`config.mk`:
```
export PLATFORM = sky130hd
export DESIGN_NAME = rr_mux_arbiter_8_v
export DESIGN_NICKNAME = d
export VERILOG_FILES = /design/src/rtl/rr_mux_arbiter_8_v.sv
export SDC_FILE = /design/constraint.sdc
export NUM_CORES = 1
export LEC_CHECK = 0
export ABC_AREA = 1
export CAP_MARGIN = 20
export CORE_ASPECT_RATIO = 0.6
export CORE_UTILIZATION = 45
export CTS_CLUSTER_SIZE = 16
export DETAILED_ROUTE_END_ITERATION = 16
export GPL_ROUTABILITY_DRIVEN = 0
export PLACE_DENSITY = 0.68
export SLEW_MARGIN = 20
export SYNTH_ARGS = -nofsm -noshare
export SYNTH_HDL_FRONTEND = slang
export SYNTH_SLANG_ARGS = --single-unit
```
`constraint.sdc`:
```
create_clock -name i_clk -period 2.8 [get_ports i_clk]
set_input_delay 0.7 -clock i_clk [delete_from_list [all_inputs] [get_ports i_clk]]
set_output_delay 0.7 -clock i_clk [all_outputs]
set_load 0.02 [all_outputs]
```
`src/rtl/rr_mux_arbiter_8_v.sv`:
```
// Round-robin arbiter for an 8:1 mux: one-hot grant plus binary select, bounded hold bursts.
// Optional ARB_PRI0_EN: requester 0 wins every arbitration point it requests at.
module rr_mux_arbiter_8_v #(
   parameter int unsigned HOLD_MAX = 4,
   parameter int unsigned CNT_W    = 4
) (
   input  logic       i_clk,
   input  logic       i_rst,
   input  logic       i_en,
   input  logic [7:0] i_req,
   output logic [7:0] o_grant,
   output logic [2:0] o_sel_code,
   output logic       o_valid,
   output logic       o_grant_last
);

   typedef enum logic {StIdle, StGrant} state_e;

   localparam logic [CNT_W-1:0] HoldMax = CNT_W'(HOLD_MAX);

   state_e           state_q, state_d;
   logic [2:0]       ptr_q, ptr_d;
   logic [2:0]       sel_q, sel_d;
   logic [7:0]       grant_q, grant_d;
   logic [CNT_W-1:0] cnt_q, cnt_d;

   logic       start;
   logic       can_arb;
   logic       at_max;
   logic [2:0] win;

   // Walk from farthest to nearest so the lowest offset after ptr wins; ptr itself is last.
   function automatic logic [2:0] rr_pick(input logic [7:0] req, input logic [2:0] ptr);
      logic [2:0] pick;
      logic [2:0] idx;
      pick = ptr;
      for (int k = 8; k >= 1; k--) begin
         idx = ptr + 3'(k);
         if (req[idx]) pick = idx;
      end
`ifdef ARB_PRI0_EN
      if (req[0]) pick = 3'd0;
`endif
      return pick;
   endfunction

   assign win     = rr_pick(i_req, ptr_q);
   assign can_arb = i_en && (i_req != 8'd0);
   assign at_max  = (cnt_q == HoldMax);

   always_comb begin
      state_d = state_q;
      ptr_d   = ptr_q;
      sel_d   = sel_q;
      grant_d = grant_q;
      cnt_d   = cnt_q;
      start   = 1'b0;

      unique case (state_q)
         StIdle: begin
            if (can_arb) start = 1'b1;
         end
         StGrant: begin
            if (!i_req[sel_q] || at_max) begin
               if (can_arb) begin
                  start = 1'b1;
               end else begin
                  state_d = StIdle;
                  grant_d = 8'd0;
                  cnt_d   = '0;
               end
            end else begin
               cnt_d = cnt_q + CNT_W'(1);
            end
         end
      endcase

      if (start) begin
         state_d = StGrant;
         ptr_d   = win;
         sel_d   = win;
         grant_d = 8'd1 << win;
         cnt_d   = CNT_W'(1);
      end
   end

   always_ff @(posedge i_clk or posedge i_rst) begin
      if (i_rst) begin
         state_q <= StIdle;
         ptr_q   <= 3'd7;
         sel_q   <= 3'd0;
         grant_q <= 8'd0;
         cnt_q   <= '0;
      end else begin
         state_q <= state_d;
         ptr_q   <= ptr_d;
         sel_q   <= sel_d;
         grant_q <= grant_d;
         cnt_q   <= cnt_d;
      end
   end

   assign o_grant      = grant_q;
   assign o_sel_code   = sel_q;
   assign o_valid      = (state_q == StGrant);
   assign o_grant_last = o_valid && at_max;

endmodule

```
# Word level (Yosys, flattened, before mapping)
# Cells that the tools add are included.
# Widths: inputs -> output; s select.
dict set report word_totals {
  register_bits 19
  output_inout_bits 13
  rom_bits 0
  memories 0
  latchBits 0
  ram_bits 0
  elab_cells 72
}
dict set report classes {
  n_bitwise 1
  n_mul 0
  n_reduce_logical 9
  n_addsub 8
  mux 37
  n_eq_ne 3
  shift 1
  order_cmp 8
  div_mod_pow 0
}
# op count
set op_table {}
lappend op_table {{$lt 3x4->1 const B} 8}
lappend op_table {{$mux 8} 4}
lappend op_table {{$bmux 1 s3} 8}
lappend op_table {{$mux 3} 7}
lappend op_table {{$mux 4} 4}
lappend op_table {{$mux 1} 13}
lappend op_table {{$add 3x3->3 const B} 4}
lappend op_table {{$reduce_bool 8->1} 1}
lappend op_table {{$shl 1x3->8 const A} 1}
lappend op_table {{$add 3x2->3 const B} 2}
lappend op_table {{$add 4x1->4 const B} 1}
lappend op_table {{$eq 4x3->1 const B} 1}
lappend op_table {{$reduce_bool 2->1} 2}
lappend op_table {{$add 3x1->3 const B} 1}
lappend op_table {{$ne 3x3->1 const B} 1}
lappend op_table {{$reduce_and 3->1} 1}
lappend op_table {{$logic_and 1x1->1} 2}
lappend op_table {{$ne 2x2->1 const B} 1}
lappend op_table {{$pmux 1 s2} 1}
lappend op_table {{$reduce_and 2->1} 1}
lappend op_table {{$logic_not 1->1} 1}
lappend op_table {{$logic_or 1x1->1} 1}
lappend op_table {{$not 1->1} 1}

# Logic depth before layout (Yosys ltp)
dict set report depth {
  word_depth 12
  depth_mapped 20
  ltp_nobuf 18
}

# Worst setup path before layout
# OpenSTA, ideal clock, no wires.
dict set report synth_timing {
  path_type {register to register}
  start {reg ptr_q[0]}
  end {reg grant_q[5], in the netlist o_grant[5]}
  period_less_slack_ns 2.333
  setup_ns 0.117
  t_arrival_ns 2.216
  stages_incl_launch_ff 19
  required_time_ns 2.683
  setup_slack_ns 0.467
  cell_sequence {dfstp_2 -> buf_6 -> inv_6 -> buf_12 -> ha_1 -> inv_2 -> nand3_2 -> nand3_2 -> nand2_2 -> a21oi_1 -> nand2_1 -> nand2_1 -> nand2_1 -> nand2_2 -> nand2_2 -> nand2_2 -> nor2_1 -> nand3_1 -> nand2_1}
}
dict set report synth_between {
  elab_chain_len 12
  elab_cells_between_ends 30
  cone_classes {add/sub: 7; shift: 1; mux: 22}
}
# item line_no
set synth_rtl {}
lappend synth_rtl {{start: declaration} 22} ;# logic [2:0] ptr_q, ptr_d;
lappend synth_rtl {{start signal: assignment} 96} ;# ptr_q <= ptr_d;
lappend synth_rtl {{$add 3x3->3} 38} ;# idx = ptr + 3'(k);
lappend synth_rtl {{$bmux 1 s3} 39} ;# if (req[idx]) pick = idx;
lappend synth_rtl {{$mux 1 (not written as such)} 39}
lappend synth_rtl {{$mux 3 (6 in series)} 39}
lappend synth_rtl {{$mux 3 *} 39}
lappend synth_rtl {{$shl 1x3->8 *} 82} ;# grant_d = 8'd1 << win;
lappend synth_rtl {{$mux 8 *} 78} ;# if (start) begin
lappend synth_rtl {{end signal: assignment} 98} ;# grant_q <= grant_d;
lappend synth_rtl {{end: declaration} 24} ;# logic [7:0] grant_q, grant_d;
# Every way passes the cells marked *; elsewhere a longest branch is shown, timed or not. The select of a mux whose other input is x is not followed.
# A chain may end at the register's enable or synchronous reset.

# Worst setup path after layout
dict set report layout_timing {
  start {in i_req[5]}
  end {reg grant_q[6], in the netlist o_grant[6]}
}
dict set report layout_between {
  elab_chain_len 11
  elab_cells_between_ends 36
  cone_classes {eq/ne: 1; shift: 1; mux: 27; reduce/logical: 7}
}
# item line_no
set layout_rtl {}
lappend layout_rtl {{start: declaration} 10} ;# input logic [7:0] i_req,
lappend layout_rtl {{$bmux 1 s3} 39}
lappend layout_rtl {{$mux 1 (not written as such)} 39}
lappend layout_rtl {{$mux 3 (7 in series)} 39}
lappend layout_rtl {{$shl 1x3->8} 82}
lappend layout_rtl {{$mux 8} 78}
# Several ways; a longest one is shown, not always the timed one. The select of a mux whose other input is x is not followed.

==> flow_summary.yaml <==
place:
  portBuffers: 23
  placed_area_sq_mm: 0.00197
  dp_hpwl_mm: 3.34
job:
  drv_cap: 0
critical_path:
  startpoint: "i_req[5]"
  critPathArrivalTime_ns: 2.63
  cp-endpoint: "o_grant[6]$_DFFE_PP0P_"
  r2r_cells: 15
  required_ns: 2.98
  critPathKind: "in -> reg"
  worst_setup_path_start_kind: "primary input"
  path_max_fanout: 10
  cp-end-kind: "flop"
  r2r_start: "ptr_q[1]$_DFFE_PP1P_"
  rrSetupSlack_ns: 0.48
  worstReg2RegEnd: "o_grant[5]$_DFFE_PP0P_"
logic_synthesis:
  yosys-top-cells-area: "dfrtp_1 (24%), nand2_1 (15%), nand3_2 (11%)"
  yosysWarningCount: 0
  synth_area_sq_mm: 0.00167
  netlist.area_leader.share_pct: 24.0
  netlist_instances: 233
  yosysSeqAreaShare_pct: 28.7
  synth.distinct_cells: 26
  ys_seq_elements: 19
  syn_avg_cell_area_sq_um: 7.17
  syn_nets: 248
  synth_top_area_cell: "dfrtp_1"
route:
  final_antenna_net_count: 0
  drc: 0
  vias: 1584
  wl_per_cell_um: 13.3
  drt_iter0_markers: 160
  wirelength_mm: 4.09
  drt_pass1_iterations: 4
  viasPerCell: 5.14
floorplan:
  coreArea_sq_mm: 0.00340
  rows: 16
  die_x_um: 80.7
  start_util_pct: 49.1
  ios: 24
  dieHeight_um: 49.2
  die-area_sq_mm: 0.00397
clock_network:
  clock-sinks: 19
  clock-root-buffer: "clkbuf_8"
  numCtsBuffers: 3
  cts_hold_buf: 0
  clockBufferDepth: 2
  clk_pin_slew_ns: 0.07
  cts_tree: "yes"
  postCtsSetupBuffers: 0
  h-tree-depth: 1
  clk_latency_ns: 0.26
  cts-resized-gates: 0
finish:
  n_antenna_cell: 0
  syn_to_final_growth_pct: 20.4
  final_cell_mix: "nand2_1 (67), inv_1 (23), clkdlybuf4s50_1 (23)"
  drive_gt1_share_pct: 25.1
  layout.nets: 279
  final_common_cell: "nand2_1"
  stdcell_area_sq_mm: 0.00201
  nFillCells: 339
grt:
  antenna_found_initial: 0
  grt_pass1_vias: 1422
  grt_max_degree: 20
  track_usage_pct: 22.4
  gr-total-overflow: 0
  grt_pass1_wl_mm: 6.78
timing:
  slew_violations: 0
  tightestPinTransition_ns: 0.706
  min_period_ns: 2.45
  rsz0062_at_grt: "false"
  fin_setup_tns_ns: 0
  timing.final.crit_share_pct: 87.5
  maxSlewHeadroom_pct: 52.9
  fmax_mhz: 408
  skew_ns: 0.00370
  final-hold-violation-count: 0
  setup_viol: 0
outcome:
  status: "finished, final reports clean"
worst_hold_path:
  whs_path_depth: 2
  min-delay-start: "o_grant[5]$_DFFE_PP0P_"
  hold_class: "reg -> reg"
==> routing by layer <==
| layer | share of wire [%] | track usage (%) |
|---|---|---|
| met5 | 0 | 0 |
| met3 | 7.8 | 5.05 |
| met1 | 55 | 37.2 |
| met4 | 0 | 3.27 |
| met2 | 38 | 29.0 |
==> flip-flops by register name, summed over array words and instances (netlist names) <==
signal / flops
o_sel_code: 3
o_grant: 8
o_valid: 1
ptr_q: 3
cnt_q: 4
==> cell families after synthesis <==
| logic type | count (synthesis) | share of synthesized area [%] |
|---|---|---|
| flops | 19 | 28.7 |
| compound gates | 34 | 11.1 |
| fa+ha+maj | 4 | 3.00 |
| xor+xnor | 2 | 1.05 |
| simple gates | 138 | 45.8 |
| buf+inv | 36 | 10.4 |
==> critical path: stages <==
cell	delay, ns
clkdlybuf4s50_1	0.50
inv_1	0.12
a21oi_1	0.06
o21ai_0	0.08
nand2_1	0.07
o211ai_1	0.20
nor2_1	0.10
nor2_1	0.31
buf_4	0.24
nand2_2	0.10
o21ai_1	0.15
==> stage by stage <==
step / hold WS [ns] / setup slack (ns) / utilization [%] / instances
floorplan: 0.507 / 0.467 / - / 233
global placement: 0.471 / 0.138 / 57.8 / 304
detailed placement: 0.470 / 0.164 / 57.8 / 304
CTS: 0.490 / 0.407 / 59.1 / 308
global route: 0.532 / 0.230 / 59.1 / 308
finish: 0.481 / 0.351 / 59.1 / 308
==> worst min-delay path by stage <==
stage / slack, ns / end
floorplan: 0.51 / cnt_q[0]$_DFFE_PP0P_
detailed placement: 0.47 / o_grant[5]$_DFFE_PP0P_
global placement: 0.47 / o_grant[5]$_DFFE_PP0P_
CTS: 0.49 / o_grant[5]$_DFFE_PP0P_
global route: 0.53 / o_grant[6]$_DFFE_PP0P_
finish: 0.48 / o_grant[5]$_DFFE_PP0P_
==> synthesized netlist by cell type <==
cell type  instances
nand2_1           67
inv_1             23
nand3_1           21
nand3_2           19
dfrtp_1           16
nand2_2           14
o21ai_0           11
a21oi_1            9
nor2_1             9
o21ai_1            9
nand2_4            7
inv_2              6
ha_1               4
dfstp_2            3
a21oi_2            2
buf_4              2
xor2_1             2
buf_12             1
buf_2              1
buf_6              1
clkinv_2           1
inv_6              1
nand3_4            1
o211ai_1           1
o22ai_1            1
o41ai_1            1
==> area by class of cell <==
type	instances	area, sq um	share of cell area, %
multi-input cells	178	1020	50.6
flip-flops and latches	19	479	23.8
repair buffers	31	290	14.4
inverters	31	123	6.09
well taps	45	56.3	2.80
clock buffers	3	41.3	2.05
clock inverters	1	5.00	0.249
Power is not shown: default switching activity piles up to over one toggle a cycle in this logic, so the estimate is an artifact.
